### config.mk
export PLATFORM = sky130hd
export DESIGN_NAME = ram_burst_reader
export DESIGN_NICKNAME = d
export VERILOG_FILES = /design/src/rtl/ram_burst_reader.sv
export SDC_FILE = /design/constraint.sdc
export NUM_CORES = 1
export LEC_CHECK = 0
export BUFFER_PORTS_ARGS = -buffer_cell sky130_fd_sc_hd__buf_2
export CORE_ASPECT_RATIO = 0.6
export CORE_UTILIZATION = 50
export DETAILED_ROUTE_END_ITERATION = 10
export PLACE_DENSITY = 0.86
export SYNTH_ARGS = -nofsm -noshare
export SYNTH_HDL_FRONTEND = slang
export SYNTH_SLANG_ARGS = --single-unit
### constraint.sdc
create_clock -name Clock -period 6.05 [get_ports Clock]
set_input_delay 1.21 -clock Clock [delete_from_list [all_inputs] [get_ports Clock]]
set_output_delay 1.21 -clock Clock [all_outputs]
set_load 0.03 [all_outputs]
### src/rtl/ram_burst_reader.sv
// Burst read controller for the pseudo-dual-port RAM read port.
// Walks an address range and streams words over valid/ready with full backpressure.
module ram_burst_reader #(
   parameter int ADDRESS_WIDTH = 16,
   parameter int DATA_WIDTH    = 8
) (
   input  logic                     Clock,
   input  logic                     Reset,
   input  logic                     Start_i,
   input  logic [ADDRESS_WIDTH-1:0] StartAddress_i,
   input  logic [ADDRESS_WIDTH:0]   Length_i,
   output logic                     RamReadEnable_o,
   output logic [ADDRESS_WIDTH-1:0] RamReadAddress_o,
   input  logic [DATA_WIDTH-1:0]    RamData_i,
   output logic [DATA_WIDTH-1:0]    Data_o,
   output logic                     Valid_o,
   input  logic                     Ready_i,
   output logic                     Busy_o,
   output logic                     Done_o
);

   typedef enum logic [1:0] {
      IDLE,
      READ,
      FLUSH
   } state_t;

   state_t                   r_state;
   state_t                   w_next;
   logic [ADDRESS_WIDTH-1:0] r_addr;
   logic [ADDRESS_WIDTH:0]   r_remaining;
   logic [DATA_WIDTH-1:0]    r_mem [2];
   logic                     r_wr_ptr;
   logic                     r_rd_ptr;
   logic [1:0]               r_count;
   logic                     r_inflight;
   logic                     r_done;

   logic w_pop;
   logic w_push;
   logic w_issue;
   logic w_start_ok;
   logic w_start_zero;
   logic w_last_pop;
   logic w_done_next;

   assign w_pop        = (r_count != 2'd0) && Ready_i;
   assign w_push       = r_inflight;
   assign w_start_ok   = (r_state == IDLE) && Start_i
                         && (Length_i != '0);
   assign w_start_zero = (r_state == IDLE) && Start_i
                         && (Length_i == '0);

   // Issue only while buffer plus in-flight has room, or a pop frees a slot.
   assign w_issue = (r_state == READ)
                    && (((r_count + {1'b0, r_inflight}) < 2'd2)
                        || w_pop);

   assign w_last_pop = (r_state == FLUSH) && !r_inflight
                       && (r_count == 2'd1) && w_pop;

   always_comb begin
      w_next      = r_state;
      w_done_next = 1'b0;
      unique case (r_state)
         IDLE: begin
            if (w_start_ok) begin
               w_next = READ;
            end else if (w_start_zero) begin
               w_done_next = 1'b1;
            end
         end
         READ: begin
            if (w_issue
                && (r_remaining == (ADDRESS_WIDTH+1)'(1))) begin
               w_next = FLUSH;
            end
         end
         FLUSH: begin
            if (w_last_pop) begin
               w_next      = IDLE;
               w_done_next = 1'b1;
            end
         end
         default: begin
            w_next = IDLE;
         end
      endcase
   end

   always_ff @(posedge Clock or negedge Reset) begin
      if (!Reset) begin
         r_state     <= IDLE;
         r_done      <= 1'b0;
         r_addr      <= '0;
         r_remaining <= '0;
         r_inflight  <= 1'b0;
      end else begin
         r_state    <= w_next;
         r_done     <= w_done_next;
         r_inflight <= w_issue;
         if (w_start_ok) begin
            r_addr      <= StartAddress_i;
            r_remaining <= Length_i;
         end else if (w_issue) begin
            r_addr      <= r_addr + ADDRESS_WIDTH'(1);
            r_remaining <= r_remaining - (ADDRESS_WIDTH+1)'(1);
         end
      end
   end

   always_ff @(posedge Clock or negedge Reset) begin
      if (!Reset) begin
         r_mem[0] <= '0;
         r_mem[1] <= '0;
         r_wr_ptr <= 1'b0;
         r_rd_ptr <= 1'b0;
         r_count  <= 2'd0;
      end else begin
         if (w_push) begin
            r_mem[r_wr_ptr] <= RamData_i;
            r_wr_ptr        <= ~r_wr_ptr;
         end
         if (w_pop) begin
            r_rd_ptr <= ~r_rd_ptr;
         end
         unique case ({w_push, w_pop})
            2'b10:   r_count <= r_count + 2'd1;
            2'b01:   r_count <= r_count - 2'd1;
            default: r_count <= r_count;
         endcase
      end
   end

   assign RamReadEnable_o  = w_issue;
   assign RamReadAddress_o = r_addr;
   assign Data_o           = r_mem[r_rd_ptr];
   assign Valid_o          = (r_count != 2'd0);
   assign Busy_o           = (r_state != IDLE);
   assign Done_o           = r_done;

endmodule
==> summary.md <==
| Metric | Value |
|---|---|
| Status | complete, no violations |
| Cell taking the most area after synthesis | dfrtp_1 |
| Final setup viols | 0 |
| Drt pass-1 iters | 6 |
| Leakage power | ~1.6 nW |
| Syn-to-layout area delta | 22.2% |
| RSZ-0062 raised after global routing | false |
| Post-synthesis async set-or-reset flop share | 100% |
| Setup bufs post-CTS | 0 |
| Arr. time, crit path | 2.78 ns |
| Top cells by area, synth | dfrtp_1, mux2_2, nand2_1 |
| GRT Overall Usage | 25.6% |
| Num CTS Buffers | 9 |
| Syn nets | 344 |
| Io pins | 73 |
| Die height | 61.9 um |
| Initial antenna violation count | 0 |
| CTS Buffer Depth | 2 |
| Gate Count Post-Synth | 293 |
| Yosys cell types | 48 |
| Worst hold path depth | 1 |
| Total global routing overflow | 0 |
| Die Wd | between 100 and 150 um |
| # rows | 21 |
| CP Max Fanout | 14 |
| Largest net degree at the start of global routing | a little under 60 |
| Final Max Tran Viols | 0 |
| Post-synthesis sequential area ratio | 47.7% |
| CTS tree | yes |
| Cells on worst reg2reg path | 8 |
| Yosys warns | 0 |
| Worst hold path class | flop to flop |
| Setup TNS | 0 ns |
| H-Tree Depth | 3 |
| Worst-path clk slew | 0.06 ns |
| Clock root cell | clkbuf_8 |
| Final Cycle Share | 65.9% |
| GP Congestion | 0.844 |
| Number of diodes | 0 |
| Finished Layout Cells | 454 |
| Crit. End Element | output pin |
| Fmax | approximately 0.25 GHz |
| Clock latency on the worst-skew pair | 0.34 ns |
| Share of Yosys cell area claimed by the top area cell type | approximately 48% |
| Fill cells | 474 |
| Syn Area/Cell | 10.2 um2 |
| Synth Register Bits | 57 |
| Initial Util | 52.7% |
| DP Cell Count | 438 |
| Drt total wl | 7670 um |
| Critical Path RT | just under 5 ns |
| Cell Area, Placed | 3430 um2 |
| Most frequent cells in the layout | buf_2, dfrtp_1, nand2_1, mux2_2, nand3_1 |
| First-pass GRT wire length | 11,600 um |
| Clock Skew | about 0.0053 ns |
| HPWL Detailed | 5510 um |
| Synth Flop Type | dfrtp_1 |
| Commonest non-fill, non-tap cell in the layout | buf_2 |
| CP dominant cell by count | buf_2 |
| Share of cells above drive strength 1 | 33.2% |
| Critical path type | input pin to output pin |
| Cell Chain, Critical Path | buf_2 > nand2b_1 > o21ai_2 > nand2_1 > clkinv_1 > buf_2 |
| Crit-path max cell delay | 0.41 ns |
| Port Buf Inserts | 72 |
| PostCTS Resize Cnt | 0 |
| CTS Sinks | 57 |
| Slowest-stage cell, CP | nand2_1 |
| Core area | 5680 um2 |
| Max Cap Viol | 0 |
| Die area | 6300 um2 |
| Synthesized area | 2990 um2 |
| Slew @ Worst Pin | 0.717 ns |
| Drc violations | 0 |
| Fin crit period | 3.99 ns |
| Vias in the first global route | 2,388 |
| Startpoint types | input pin |
| Per-cell routed wire length | ~17 um |
| Vias per cell | 5.89 |
| Power per Cell Area | 534 nW/um2 |
| VDD IR-drop max | 0.000223 V |
| Slew headroom | 52.2% |
| Nets | 420 |
| Via count | 2,672 |
| Initial drt markers | 350 |
| CTS Hold Buffers Added | 0 |
| Post-synth EDFFs | 0 |
| Fin. Hold Viols | 0 |
| Antenna viol nets, final | 0 |
| Final instance area | 3650 um2 |
power breakdown:
group          switching [W]  internal, W  total, W
registers           0.000159     0.000537  0.000696
clock network       0.000147     0.000255  0.000402
logic               0.000507     0.000344  0.000852
total               0.000814      0.00114   0.00195
cell type report:
class	instances	area, um2	area share (%)
Clock inverter	2	60.1	1.64
Sequential cell	57	1430	39.0
Inverter	9	33.8	0.925
Multi-Input combinational cell	217	1490	40.7
Clock buffer	14	163	4.45
Timing Repair Buffer	75	383	10.5
Tap cell	80	100	2.74
state kept, by name, summed over array words and instances, names as in the netlist:
signal	count
Done_o	1
RamReadAddress_o	16
r_count	2
r_inflight	1
r_mem	16
r_rd_ptr	1
r_remaining	17
r_state	2
r_wr_ptr	1
synth_stat cells, types with 2 or more instances:
cell type / n
nand2b_1: 2
nand3b_1: 3
clkbuf_1: 6
nand2_1: 35
o21ai_0: 14
or3_2: 3
inv_1: 8
nor4_1: 9
ha_1: 6
xnor2_1: 8
dfrtp_1: 57
xor2_1: 9
buf_2: 3
nand3_1: 16
o211ai_1: 13
or3_1: 4
nor3_1: 9
mux2_2: 24
nand4_1: 7
a21o_1: 3
o311ai_0: 4
a21oi_1: 3
a221o_1: 6
a211oi_1: 2
or2_2: 2
nor2_1: 15
final timing paths:
path                            slack [ns]                    to       start
worst max-delay path                  2.06       RamReadEnable_o     Ready_i
worst min-delay path                  0.50             r_mem[12]   r_mem[12]
worst max register to register        3.33  RamReadAddress_o[11]  r_count[0]
worst min register to register        0.50             r_mem[12]   r_mem[12]
max in group asynchronous             4.57              r_wr_ptr       Reset
min in group asynchronous             1.00             r_mem[14]       Reset
logic make-up (layout without fill, tap and decap cells):
family,Yosys count,in the layout,share of synthesized area (%)
adders and majority gates,6,6,2.51
and+or+nand+nor,114,114,19.5
muxes,24,24,9.04
DFF,57,57,47.7
AOI/OAI and AO/OA,56,56,13.8
buffers and inverters,19,100,2.51
xor gates and xnor gates,17,17,4.98
worst max-delay path, delay by kind of cell:
| kind | cells | cell delay [ns] |
|---|---|---|
| buffers and inverters | 3 | 0.81 |
| AND/OR/NAND/NOR | 2 | 0.58 |
| AO/OA/AOI/OAI | 1 | 0.19 |
per-stage QoR:
step           worst slack (ns)  util [%]  total power [W]  hold slack [ns]
6_report                   2.06      64.4          0.00195            0.501
2_1_floorplan              2.89         -          0.00129            0.448
3_5_place_dp               2.16      60.4          0.00154            0.490
4_1_cts                    2.15      64.4          0.00195            0.506
3_3_place_gp               2.22      60.4          0.00149            0.473
5_1_grt                    1.99      64.4          0.00206            0.523
metal layers:
metal  wire (um)  track usage, %
met1        3410            34.6
met2        3440            37.5
met4         104            8.37
met5           0               0
met3         721            10.6
(Power assumes the default switching activity.)
